<file path="src/rtl/cfu_proto_pkg.sv">
// Shared definitions for the CFU command/response protocol: func7 codes, FSM state
// encodings and the function_id packing helper.
package cfu_proto_pkg;

  localparam logic [6:0] FN_CLR_FILT = 7'd0;
  localparam logic [6:0] FN_LOAD8    = 7'd1;
  localparam logic [6:0] FN_LOAD1    = 7'd2;
  localparam logic [6:0] FN_MAC      = 7'd3;
  localparam logic [6:0] FN_CLR_ACC  = 7'd4;
  localparam logic [6:0] FN_SET_OFF  = 7'd5;

  typedef enum logic [3:0] {
    StIdle,
    StClrFilt,
    StFetchF,
    StLoad8,
    StLoad1,
    StSetOff,
    StClrAcc,
    StFetchA,
    StMac,
    StDone
  } seq_state_e;

  typedef enum logic [1:0] {
    PhIdle,
    PhIssue,
    PhWait
  } cmd_phase_e;

  function automatic logic [9:0] func_id(input logic [6:0] func7);
    return {func7, 3'b000};
  endfunction

endpackage

</file>
<file path="src/rtl/cfu_cmd_port.sv">
// Single-outstanding CFU command engine: registers a command on load, holds it until
// cmd_ready, then waits for the matching response before accepting the next load.
module cfu_cmd_port
  import cfu_proto_pkg::*;
(
  input  logic        clk,
  input  logic        reset_n,
  input  logic        i_load,
  input  logic [6:0]  i_func7,
  input  logic [31:0] i_word0,
  input  logic [31:0] i_word1,
  output logic        o_idle,
  output logic        o_rsp_fire,
  output logic [31:0] o_rsp_data,
  output logic        o_cmd_valid,
  input  logic        i_cmd_ready,
  output logic [9:0]  o_cmd_function_id,
  output logic [31:0] o_cmd_inputs_0,
  output logic [31:0] o_cmd_inputs_1,
  input  logic        i_rsp_valid,
  output logic        o_rsp_ready,
  input  logic [31:0] i_rsp_outputs_0
);

  cmd_phase_e  r_phase;
  logic        r_cmd_valid;
  logic        r_rsp_ready;
  logic [9:0]  r_fid;
  logic [31:0] r_in0;
  logic [31:0] r_in1;
  logic        w_rsp_fire;
  logic        w_accept;

  assign w_rsp_fire = r_rsp_ready & i_rsp_valid;
  // A new command may be loaded in the same cycle the previous response completes.
  assign w_accept   = i_load & ((r_phase == PhIdle) | w_rsp_fire);

  always_ff @(posedge clk or negedge reset_n) begin
    if (!reset_n) begin
      r_phase     <= PhIdle;
      r_cmd_valid <= 1'b0;
      r_rsp_ready <= 1'b0;
      r_fid       <= '0;
      r_in0       <= '0;
      r_in1       <= '0;
    end else if (w_accept) begin
      r_phase     <= PhIssue;
      r_cmd_valid <= 1'b1;
      r_rsp_ready <= 1'b0;
      r_fid       <= func_id(i_func7);
      r_in0       <= i_word0;
      r_in1       <= i_word1;
    end else if ((r_phase == PhIssue) && i_cmd_ready) begin
      r_phase     <= PhWait;
      r_cmd_valid <= 1'b0;
      r_rsp_ready <= 1'b1;
    end else if (w_rsp_fire) begin
      r_phase     <= PhIdle;
      r_rsp_ready <= 1'b0;
    end
  end

  assign o_idle            = (r_phase == PhIdle);
  assign o_rsp_fire        = w_rsp_fire;
  assign o_rsp_data        = i_rsp_outputs_0;
  assign o_cmd_valid       = r_cmd_valid;
  assign o_cmd_function_id = r_fid;
  assign o_cmd_inputs_0    = r_in0;
  assign o_cmd_inputs_1    = r_in1;
  assign o_rsp_ready       = r_rsp_ready;

endmodule

</file>
<file path="src/rtl/cfu_mac_sequencer.sv">
// Drives the CFU filter-buffer MAC through one signed dot product: filter load, offset,
// accumulator clear and one MAC per activation, returning the final accumulator.
module cfu_mac_sequencer
  import cfu_proto_pkg::*;
#(
  parameter int unsigned LEN_W = 16
) (
  input  logic             clk,
  input  logic             reset_n,
  input  logic             start,
  input  logic [LEN_W-1:0] length,
  input  logic [31:0]      input_offset,
  input  logic             flt_valid,
  output logic             flt_ready,
  input  logic [63:0]      flt_data,
  input  logic             act_valid,
  output logic             act_ready,
  input  logic [7:0]       act_data,
  output logic             cmd_valid,
  input  logic             cmd_ready,
  output logic [9:0]       cmd_payload_function_id,
  output logic [31:0]      cmd_payload_inputs_0,
  output logic [31:0]      cmd_payload_inputs_1,
  input  logic             rsp_valid,
  output logic             rsp_ready,
  input  logic [31:0]      rsp_payload_outputs_0,
  output logic             busy,
  output logic             done,
  output logic [31:0]      result
);

  seq_state_e       r_state;
  seq_state_e       w_nxt;
  logic             r_busy;
  logic             r_done;
  logic [31:0]      r_result;
  logic             r_flt_ready;
  logic             r_act_ready;
  logic [LEN_W-1:0] r_len;
  logic [LEN_W-1:0] r_mac_idx;
  logic [LEN_W-4:0] r_f8_left;
  logic [2:0]       r_tail;
  logic [2:0]       r_tail_idx;
  logic [63:0]      r_tail_buf;
  logic [31:0]      r_offset;

  logic             w_load;
  logic [6:0]       w_func7;
  logic [31:0]      w_word0;
  logic [31:0]      w_word1;
  logic             w_finish;
  logic             w_port_idle;
  logic             w_rsp_fire;
  logic [31:0]      w_rsp_data;
  logic             w_start;
  logic             w_flt_fire;
  logic             w_act_fire;
  logic             w_need_flt;
  logic [7:0]       w_tail_byte;

  assign w_start     = start & ~r_busy & w_port_idle;
  assign w_flt_fire  = flt_valid & r_flt_ready;
  assign w_act_fire  = act_valid & r_act_ready;
  assign w_need_flt  = (r_f8_left != '0) || (r_tail != 3'd0);
  assign w_tail_byte = r_tail_buf[{r_tail_idx, 3'b000} +: 8];

  always_comb begin
    w_load   = 1'b0;
    w_func7  = FN_CLR_FILT;
    w_word0  = '0;
    w_word1  = '0;
    w_finish = 1'b0;
    w_nxt    = r_state;
    case (r_state)
      StIdle, StDone: begin
        w_nxt = StIdle;
        if (w_start) begin
          w_load = 1'b1;
          w_nxt  = StClrFilt;
        end
      end
      StClrFilt, StLoad8: begin
        if (w_rsp_fire) begin
          if (w_need_flt) begin
            w_nxt = StFetchF;
          end else begin
            w_load  = 1'b1;
            w_func7 = FN_SET_OFF;
            w_word0 = r_offset;
            w_nxt   = StSetOff;
          end
        end
      end
      StFetchF: begin
        if (w_flt_fire) begin
          w_load = 1'b1;
          if (r_f8_left != '0) begin
            w_func7 = FN_LOAD8;
            w_word0 = flt_data[31:0];
            w_word1 = flt_data[63:32];
            w_nxt   = StLoad8;
          end else begin
            // Tail beat: byte 0 goes out now, the rest from the captured copy.
            w_func7 = FN_LOAD1;
            w_word0 = {flt_data[7:0], 24'h0};
            w_nxt   = StLoad1;
          end
        end
      end
      StLoad1: begin
        if (w_rsp_fire) begin
          w_load = 1'b1;
          if (r_tail_idx < r_tail) begin
            w_func7 = FN_LOAD1;
            w_word0 = {w_tail_byte, 24'h0};
          end else begin
            w_func7 = FN_SET_OFF;
            w_word0 = r_offset;
            w_nxt   = StSetOff;
          end
        end
      end
      StSetOff: begin
        if (w_rsp_fire) begin
          w_load  = 1'b1;
          w_func7 = FN_CLR_ACC;
          w_nxt   = StClrAcc;
        end
      end
      StClrAcc: begin
        if (w_rsp_fire) begin
          if (r_len == '0) begin
            w_finish = 1'b1;
            w_nxt    = StDone;
          end else begin
            w_nxt = StFetchA;
          end
        end
      end
      StFetchA: begin
        if (w_act_fire) begin
          w_load  = 1'b1;
          w_func7 = FN_MAC;
          w_word0 = {{24{act_data[7]}}, act_data};
          w_word1 = {{(32 - LEN_W){1'b0}}, r_mac_idx};
          w_nxt   = StMac;
        end
      end
      StMac: begin
        if (w_rsp_fire) begin
          // r_mac_idx already counts the MAC just completed.
          if (r_mac_idx == r_len) begin
            w_finish = 1'b1;
            w_nxt    = StDone;
          end else begin
            w_nxt = StFetchA;
          end
        end
      end
      default: w_nxt = StIdle;
    endcase
  end

  always_ff @(posedge clk or negedge reset_n) begin
    if (!reset_n) begin
      r_state     <= StIdle;
      r_busy      <= 1'b0;
      r_done      <= 1'b0;
      r_result    <= '0;
      r_flt_ready <= 1'b0;
      r_act_ready <= 1'b0;
      r_len       <= '0;
      r_mac_idx   <= '0;
      r_f8_left   <= '0;
      r_tail      <= '0;
      r_tail_idx  <= '0;
      r_tail_buf  <= '0;
      r_offset    <= '0;
    end else begin
      r_state     <= w_nxt;
      r_flt_ready <= (w_nxt == StFetchF);
      r_act_ready <= (w_nxt == StFetchA);
      r_done      <= w_finish;
      if (w_finish) begin
        r_busy   <= 1'b0;
        r_result <= w_rsp_data;
      end
      if (w_start) begin
        r_busy     <= 1'b1;
        r_len      <= length;
        r_offset   <= input_offset;
        r_f8_left  <= length[LEN_W-1:3];
        r_tail     <= length[2:0];
        r_tail_idx <= 3'd0;
        r_mac_idx  <= '0;
      end
      if ((r_state == StFetchF) && w_flt_fire) begin
        if (r_f8_left != '0) begin
          r_f8_left <= r_f8_left - (LEN_W - 3)'(1);
        end else begin
          r_tail_buf <= flt_data;
          r_tail_idx <= 3'd1;
        end
      end
      if ((r_state == StLoad1) && w_load && (w_func7 == FN_LOAD1)) begin
        r_tail_idx <= r_tail_idx + 3'd1;
      end
      if ((r_state == StFetchA) && w_act_fire) begin
        r_mac_idx <= r_mac_idx + LEN_W'(1);
      end
    end
  end

  cfu_cmd_port u_cmd_port (
    .clk               (clk),
    .reset_n           (reset_n),
    .i_load            (w_load),
    .i_func7           (w_func7),
    .i_word0           (w_word0),
    .i_word1           (w_word1),
    .o_idle            (w_port_idle),
    .o_rsp_fire        (w_rsp_fire),
    .o_rsp_data        (w_rsp_data),
    .o_cmd_valid       (cmd_valid),
    .i_cmd_ready       (cmd_ready),
    .o_cmd_function_id (cmd_payload_function_id),
    .o_cmd_inputs_0    (cmd_payload_inputs_0),
    .o_cmd_inputs_1    (cmd_payload_inputs_1),
    .i_rsp_valid       (rsp_valid),
    .o_rsp_ready       (rsp_ready),
    .i_rsp_outputs_0   (rsp_payload_outputs_0)
  );

  assign flt_ready = r_flt_ready;
  assign act_ready = r_act_ready;
  assign busy      = r_busy;
  assign done      = r_done;
  assign result    = r_result;

endmodule
</file>
<file path="config.mk">
export PLATFORM = sky130hd
export DESIGN_NAME = cfu_mac_sequencer
export DESIGN_NICKNAME = d
export VERILOG_FILES = /design/src/rtl/cfu_proto_pkg.sv /design/src/rtl/cfu_cmd_port.sv /design/src/rtl/cfu_mac_sequencer.sv
export SDC_FILE = /design/constraint.sdc
export NUM_CORES = 1
export LEC_CHECK = 0
export BUFFER_PORTS_ARGS = -buffer_cell sky130_fd_sc_hd__buf_2
export CAP_MARGIN = 20
export CORE_ASPECT_RATIO = 0.7
export CORE_MARGIN = 5
export CORE_UTILIZATION = 40
export DETAILED_ROUTE_END_ITERATION = 8
export PLACE_DENSITY = 0.62
export SETUP_SLACK_MARGIN = 0.1
export SLEW_MARGIN = 20
export SYNTH_ARGS = -nofsm -noshare
export SYNTH_HDL_FRONTEND = slang
export SYNTH_SLANG_ARGS = --single-unit
</file>
<file path="constraint.sdc">
create_clock -name clk -period 3.1 [get_ports clk]
set_input_delay 0.31 -clock clk [delete_from_list [all_inputs] [get_ports clk]]
set_output_delay 0.31 -clock clk [all_outputs]
set_load 0.02 [all_outputs]
</file>
==> impl_metrics.sql, run 1 <==
INSERT INTO impl_metrics (metric_group, metric, value, unit) VALUES
('status', 'run_status', 'finished, final reports clean', ''),
('critical_path', 'arrival', '3220', 'ps'),
('route', 'detail_route.wirelength.met1', '17700', 'µm'),
('worst_hold_path', 'number_of_instances_on_the_worst_hold_path', '3', ''),
('grt', 'grt_max_degree', '112', ''),
('route', 'post_drt_wl_per_cell', '20.3', 'µm'),
('timing', 'grt_setup_unrepaired', 'no', ''),
('critical_path', 'reg2reg_depth', '9', ''),
('power_and_ir_drop', 'vdd.ir_drop.worst', '384', 'µV'),
('clocking', 'cts_tree', 'done', ''),
('synthesis', 'post_synthesis_instance_area', '11700', 'µm²'),
('route', 'totalWireLength', '37400', 'µm'),
('synthesis', 'postSynthRegisterBits', '254', ''),
('grt', 'antenna_violations_before_repair', '4', ''),
('timing', 'finalCriticalPeriod', '2760', 'ps'),
('grt', 'globalRoute.totalOverflow', '0', ''),
('grt', 'wire_length_of_the_first_global_routing_pass', '57900', 'µm'),
('synthesis', 'netlist-cell-type-count', '58', ''),
('layout', 'final_layout_size_suffix_gt1_frac', '0.319', ''),
('grt', 'grt_pass1_vias', '9821', ''),
('clocking', 'cts.path.max_buffers', '3', ''),
('die', 'floorplan.die_area', '32700', 'µm²'),
('clocking', 'path_clk_slew', '60', 'ps'),
('synthesis', 'synth_area_per_cell', '10.3', 'µm²'),
('clocking', 'post_cts_resized', '0', ''),
('flow_run', 'drv.max_cap_violation_count', '0', ''),
('power_and_ir_drop', 'power_density', '583', 'nW/µm²'),
('synthesis', 'synth_sequential_area_ratio', '0.545', ''),
('clocking', 'clock_insertion_delay_worst_skew', '550', 'ps'),
('clocking', 'tritoncts.num_buffers', '26', ''),
('layout', 'multi_input_comb_area', '4960', 'µm²'),
('route', 'detailedRoute.firstIterationViolations', '900', ''),
('synthesis', 'ys.warnings.count', '0', ''),
('clocking', 'ctsHtreeMaxLevel', '1', ''),
('die', 'core', '28800', 'µm²'),
('timing', 'tightest_slew', '926', 'ps'),
('place', 'port-buffer-count', '263', ''),
('route', 'detail_route.vias_per_cell', '5.38', ''),
('die', 'starting_density', '0.405', ''),
('timing', 'final.setup.tns', '0', 'ps'),
('place', 'dp.cells', '1726', ''),
('layout', 'regArea', '6360', 'µm²'),
('timing', 'maxSlewHeadroom', '0.380', ''),
('place', 'place.gp.congestion', '0.864', ''),
('synthesis', 'post_synth_most_frequent_cells', '294 x sky130_fd_sc_hd__nand2_1, 254 x sky130_fd_sc_hd__dfrtp_1, 96 x sky130_fd_sc_hd__mux2_2', ''),
('timing', 'setup_violations', '0', ''),
('synthesis', 'yosysTopAreaCellShare', '0.545', ''),
('timing', 'fin_skew', '7.66', 'ps'),
('synthesis', 'synth.area.top_cells', 'sky130_fd_sc_hd__dfrtp_1 54%, sky130_fd_sc_hd__nand2_1 9.5%, sky130_fd_sc_hd__mux2_2 9.3%', ''),
('grt', 'grt_usage', '0.221', ''),
('clocking', 'clock_root_buffer_master', 'sky130_fd_sc_hd__clkbuf_16', ''),
('die', 'overall_die_height', '153', 'µm'),
('route', 'detail-route-antenna-nets', '0', ''),
('timing', 'report.final.hold_viol_count', '0', ''),
('route', 'routed-wl-met2', '15100', 'µm'),
('die', 'floorplan.rows', '52', ''),
('place', 'dp_hpwl', '27300', 'µm'),
('route', 'detailroute.wirelength.met3', '3880', 'µm'),
('critical_path', 'setup.worst_path.class', 'reg2reg', ''),
('critical_path', 'timing.critical_path.required', '3560', 'ps'),
('synthesis', 'yosys.cell_count.top_type', 'sky130_fd_sc_hd__nand2_1', ''),
('die', 'io_pins', '271', ''),
('timing', 'layout_worst_path_cycle_share', '0.890', ''),
('critical_path', 'critical_path_peak_fanout', '24', ''),
('timing', 'slew_violations', '0', ''),
('critical_path', 'setup.worst_path.end_class', 'register', ''),
('route', 'highest_signal_layer_in_the_routed_design', 'met5', ''),
('layout', 'fillerInstances', '2666', ''),
('route', 'vias', '9933', ''),
('synthesis', 'ys_async_sr_fraction', '1.00', ''),
('route', 'drt_pass1_iterations', '5', '');
==> cell usage in the layout, fill, tap and decap left out, types with 16 or more instances in the layout <==
master	Yosys	routed
sky130_fd_sc_hd__nand2_1	294	294
sky130_fd_sc_hd__buf_2	14	262
sky130_fd_sc_hd__dfrtp_1	254	254
sky130_fd_sc_hd__mux2_2	96	96
sky130_fd_sc_hd__o21ai_0	93	93
sky130_fd_sc_hd__dlygate4sd3_1	0	70
sky130_fd_sc_hd__nor2_1	32	28
sky130_fd_sc_hd__a21oi_1	26	26
sky130_fd_sc_hd__clkbuf_16	0	26
sky130_fd_sc_hd__buf_4	7	24
sky130_fd_sc_hd__o21ai_1	21	21
sky130_fd_sc_hd__nor3_1	17	17
sky130_fd_sc_hd__xnor2_1	17	17
sky130_fd_sc_hd__a22oi_1	17	17
sky130_fd_sc_hd__a221oi_1	17	17
sky130_fd_sc_hd__mux4_2	16	16
==> repair_timing <==
item,CTS,global route
endpoints found under the hold margin,151,1
hold buffers,69,1
endpoints found under the setup margin,0,0
==> per-layer routing <==
| layer | GRT usage | up-vias |
|---|---|---|
| li1 | - | 4568 |
| met1 | 0.335 | 4879 |
| met2 | 0.307 | 422 |
| met3 | 0.0757 | 58 |
| met4 | 0.0448 | 6 |
| met5 | 0 | - |
==> worst paths after layout <==
path                       slack, ps                            to                         start
max in group asynchronous       1970                    result[23]                       reset_n
min                               10                      r_len[9]                     length[9]
min in group asynchronous        380                  r_f8_left[7]                       reset_n
min reg2reg                      480  u_cmd_port.o_cmd_inputs_1[4]  u_cmd_port.o_cmd_inputs_1[4]
max                              340  u_cmd_port.o_cmd_inputs_0[3]                  r_f8_left[0]
max reg2reg                      340  u_cmd_port.o_cmd_inputs_0[3]                  r_f8_left[0]
==> through the flow <==
stage / setup WS (ps) / power (mW) / util / hold slack, ps / instance area, µm²
5_1_grt: 141 / 9.24 / 0.523 / 5.05 / 15100
2_1_floorplan: 591 / 4.89 / - / 14.4 / 11700
3_3_place_gp: 442 / 5.44 / 0.468 / 394 / 13500
6_report: 340 / 8.79 / 0.523 / 13.6 / 15100
4_1_cts: 378 / 8.86 / 0.523 / 0.0586 / 15100
3_5_place_dp: 391 / 5.49 / 0.468 / 395 / 13500
==> registers in the layout, indices dropped and copies added, names as in the netlist, 13 cells and up <==
register                   flops
r_tail_buf                    64
r_offset                      32
result                        32
u_cmd_port.o_cmd_inputs_0     32
u_cmd_port.o_cmd_inputs_1     32
r_len                         16
r_mac_idx                     16
r_f8_left                     13
==> report_power, final <==
group | internal, mW | leakage (nW) | switching (mW) | total [mW]
registers | 3.74 | 3.43 | 0.385 | 4.12
logic | 0.584 | 3.54 | 0.805 | 1.39
clock network | 1.89 | 0.442 | 1.39 | 3.28
==> final cells by class <==
class                           instances  area share
Antenna cell                            1    0.000166
Timing Repair Buffer                  364       0.156
Sequential cell                       254       0.422
Tap cell                              378      0.0314
Clock buffer                           30      0.0468
Inverter                               12     0.00299
Multi-Input combinational cell        788       0.329
Clock inverter                         18      0.0122
==> worst max-delay path, cell delays in order (launching register included) <==
cell                       delay, ps
sky130_fd_sc_hd__dfrtp_1         420
sky130_fd_sc_hd__inv_1            80
sky130_fd_sc_hd__ha_1            190
sky130_fd_sc_hd__nor3b_1         430
sky130_fd_sc_hd__nand4_1         190
sky130_fd_sc_hd__nor3_1          240
sky130_fd_sc_hd__buf_4           210
sky130_fd_sc_hd__o221ai_4        140
sky130_fd_sc_hd__or3_4           540
sky130_fd_sc_hd__o21ai_0         220
==> logic make-up after synthesis <==
logic type | Yosys count | share of synthesized area
AND/OR/NAND/NOR | 420 | 0.156
flip-flops | 254 | 0.545
AO/OA/AOI/OAI | 222 | 0.118
multiplexers | 112 | 0.124
buffers and inverters | 95 | 0.0356
XOR/XNOR | 22 | 0.0165
adder cells (fa/ha/maj) | 5 | 0.00536
other | 1 | 0.000321
Note: power is estimated with default switching activity, not from simulation.
==> run 2: changes to the inputs <==
HOLD_SLACK_MARGIN = 0.08   (was not set)
==> impl_metrics.sql, run 2 (synthesis results as in run 1) <==
INSERT INTO impl_metrics (metric_group, metric, value, unit) VALUES
('die', 'dieWidth', '214', 'µm'),
('route', 'detail-route-antenna-nets', '0', ''),
('layout', 'mostFrequentLayoutCell', 'sky130_fd_sc_hd__nand2_1', ''),
('layout', 'number_of_flip_flops_in_the_largest_register', '64', ''),
('layout', 'layout.cells.most_common_list', '294 x sky130_fd_sc_hd__nand2_1, 262 x sky130_fd_sc_hd__buf_2, 254 x sky130_fd_sc_hd__dfrtp_1', ''),
('critical_path', 'cp-start-kind', 'register', ''),
('critical_path', 'arrival', '3240', 'ps'),
('critical_path', 'critical_path_peak_fanout', '24', ''),
('layout', 'design.final.nets', '1677', ''),
('die', 'io_pins', '271', ''),
('place', 'placement.cell_area', '13500', 'µm²'),
('route', 'detailroute.wirelength.met3', '3580', 'µm'),
('clocking', 'clock_insertion_delay_worst_skew', '550', 'ps'),
('route', 'drt_drc_violations_left', '0', ''),
('critical_path', 'setup.worst_path.class', 'reg2reg', ''),
('timing', 'maxClockFrequency', '360', 'MHz'),
('route', 'detail_route.vias_per_cell', '5.29', ''),
('route', 'drt_pass1_iterations', '7', ''),
('timing', 'maxSlewHeadroom', '0.391', ''),
('clocking', 'ctsHtreeMaxLevel', '1', ''),
('grt', 'grt_max_degree', '112', ''),
('die', 'starting_density', '0.405', ''),
('timing', 'slew_violations', '0', ''),
('timing', 'final.setup.tns', '0', 'ps'),
('clocking', 'tritoncts.num_buffers', '26', ''),
('grt', 'antenna_violations_before_repair', '1', ''),
('place', 'dp_hpwl', '27300', 'µm'),
('timing', 'layout_worst_path_cycle_share', '0.897', ''),
('route', 'routed-wl-met2', '15400', 'µm'),
('power_and_ir_drop', 'static_leakage', '7.70', 'nW'),
('clocking', 'cts.path.max_buffers', '3', ''),
('clocking', 'post_cts_resized', '0', ''),
('route', 'vias', '10100', ''),
('die', 'floorplan.die_area', '32700', 'µm²'),
('clocking', 'clock_root_buffer_master', 'sky130_fd_sc_hd__clkbuf_16', ''),
('route', 'highest_signal_layer_in_the_routed_design', 'met4', ''),
('power_and_ir_drop', 'power_density', '562', 'nW/µm²'),
('route', 'detail_route.wirelength.met1', '18300', 'µm'),
('timing', 'tightest_slew', '910', 'ps'),
('layout', 'biggest_register', 'r_tail_buf', ''),
('critical_path', 'timing.critical_path.required', '3560', 'ps'),
('die', 'overall_die_height', '153', 'µm'),
('place', 'port-buffer-count', '263', ''),
('grt', 'grt_usage', '0.225', ''),
('grt', 'globalRoute.totalOverflow', '0', ''),
('grt', 'grt_pass1_vias', '10200', ''),
('timing', 'hold_ws', '107', 'ps'),
('timing', 'report.final.hold_viol_count', '0', ''),
('clocking', 'cts_tree', 'done', ''),
('layout', 'final_cell_area', '15700', 'µm²'),
('clocking', 'numClockSinks', '254', ''),
('layout', 'area.growth.synth_to_final', '34.9', '%'),
('grt', 'wire_length_of_the_first_global_routing_pass', '59400', 'µm'),
('power_and_ir_drop', 'total_power', '8.85', 'mW'),
('layout', 'final_layout_size_suffix_gt1_frac', '0.305', ''),
('place', 'place.gp.congestion', '0.864', ''),
('critical_path', 'setup.worst_path.end_class', 'register', ''),
('die', 'floorplan.rows', '52', ''),
('timing', 'grt_setup_unrepaired', 'no', ''),
('flow_run', 'drv.max_cap_violation_count', '0', ''),
('timing', 'setup_violations', '0', ''),
('route', 'detailedRoute.firstIterationViolations', '912', ''),
('timing', 'fin_skew', '9.09', 'ps'),
('route', 'post_drt_wl_per_cell', '19.9', 'µm'),
('clocking', 'path_clk_slew', '60', 'ps'),
('worst_hold_path', 'min-delay-path-class', 'in2reg', ''),
('route', 'totalWireLength', '38100', 'µm'),
('timing', 'finalCriticalPeriod', '2780', 'ps'),
('status', 'run_status', 'finished, final reports clean', ''),
('die', 'core', '28800', 'µm²'),
('power_and_ir_drop', 'vdd.ir_drop.worst', '381', 'µV');
run 2: cell count changes in the layout (fill, tap and decap cells not counted), sizes merged:
cell         change
dlygate4sd3     +67
run 2: worst paths after layout:
kind	start	to	slack (ps)	depth (start not counted)
max reg2reg	r_f8_left[0]	u_cmd_port.o_cmd_inputs_0[3]	320	9
min	flt_data[8]	r_tail_buf[8]	110	2
max in group asynchronous	reset_n	result[23]	1970	3
min in group asynchronous	reset_n	r_f8_left[7]	380	2
min reg2reg	u_cmd_port.o_cmd_inputs_0[1]	u_cmd_port.o_cmd_inputs_0[1]	480	2
max	r_f8_left[0]	u_cmd_port.o_cmd_inputs_0[3]	320	9
run 2: worst max-delay path, cell delays in order, from the launching register on:
cell	delay, ps
sky130_fd_sc_hd__dfrtp_1	420
sky130_fd_sc_hd__inv_1	80
sky130_fd_sc_hd__ha_1	190
sky130_fd_sc_hd__nor3b_1	420
sky130_fd_sc_hd__nand4_1	190
sky130_fd_sc_hd__nor3_1	250
sky130_fd_sc_hd__buf_4	220
sky130_fd_sc_hd__o221ai_4	140
sky130_fd_sc_hd__or3_4	540
sky130_fd_sc_hd__o21ai_0	230
run 2: layout make-up:
type,instances,area (µm²)
Fill cell,2600,13100
Sequential cell,254,6360
Inverter,12,45.0
Timing Repair Buffer,431,3020
Antenna cell,1,2.50
Clock buffer,30,706
Tap cell,378,473
Multi-Input combinational cell,788,4960
Clock inverter,18,184
run 2: metal layers:
metal | up-vias | global-route usage
met3 | 53 | 0.0670
met4 | 0 | 0.0478
met2 | 421 | 0.318
li1 | 4698 | -
met1 | 4941 | 0.343
met5 | - | 0
run 2: timing repair:
item / in CTS / in global routing
hold buffers: 137 / 0
buffers inserted: 0 / 0
hold endpoints to repair: 248 / 0
run 2: report_power, final:
group	switching, mW	internal [mW]
clock network	1.39	1.89
logic	0.818	0.639
registers	0.383	3.74
total	2.59	6.26
run 2: per-stage QoR:
step	utilization	cells	setup slack, ps
4_1_cts	0.546	1911	378
5_1_grt	0.546	1912	141
3_3_place_gp	0.468	1726	442
6_report	0.546	1912	321
2_1_floorplan	-	1137	591
3_5_place_dp	0.468	1726	391
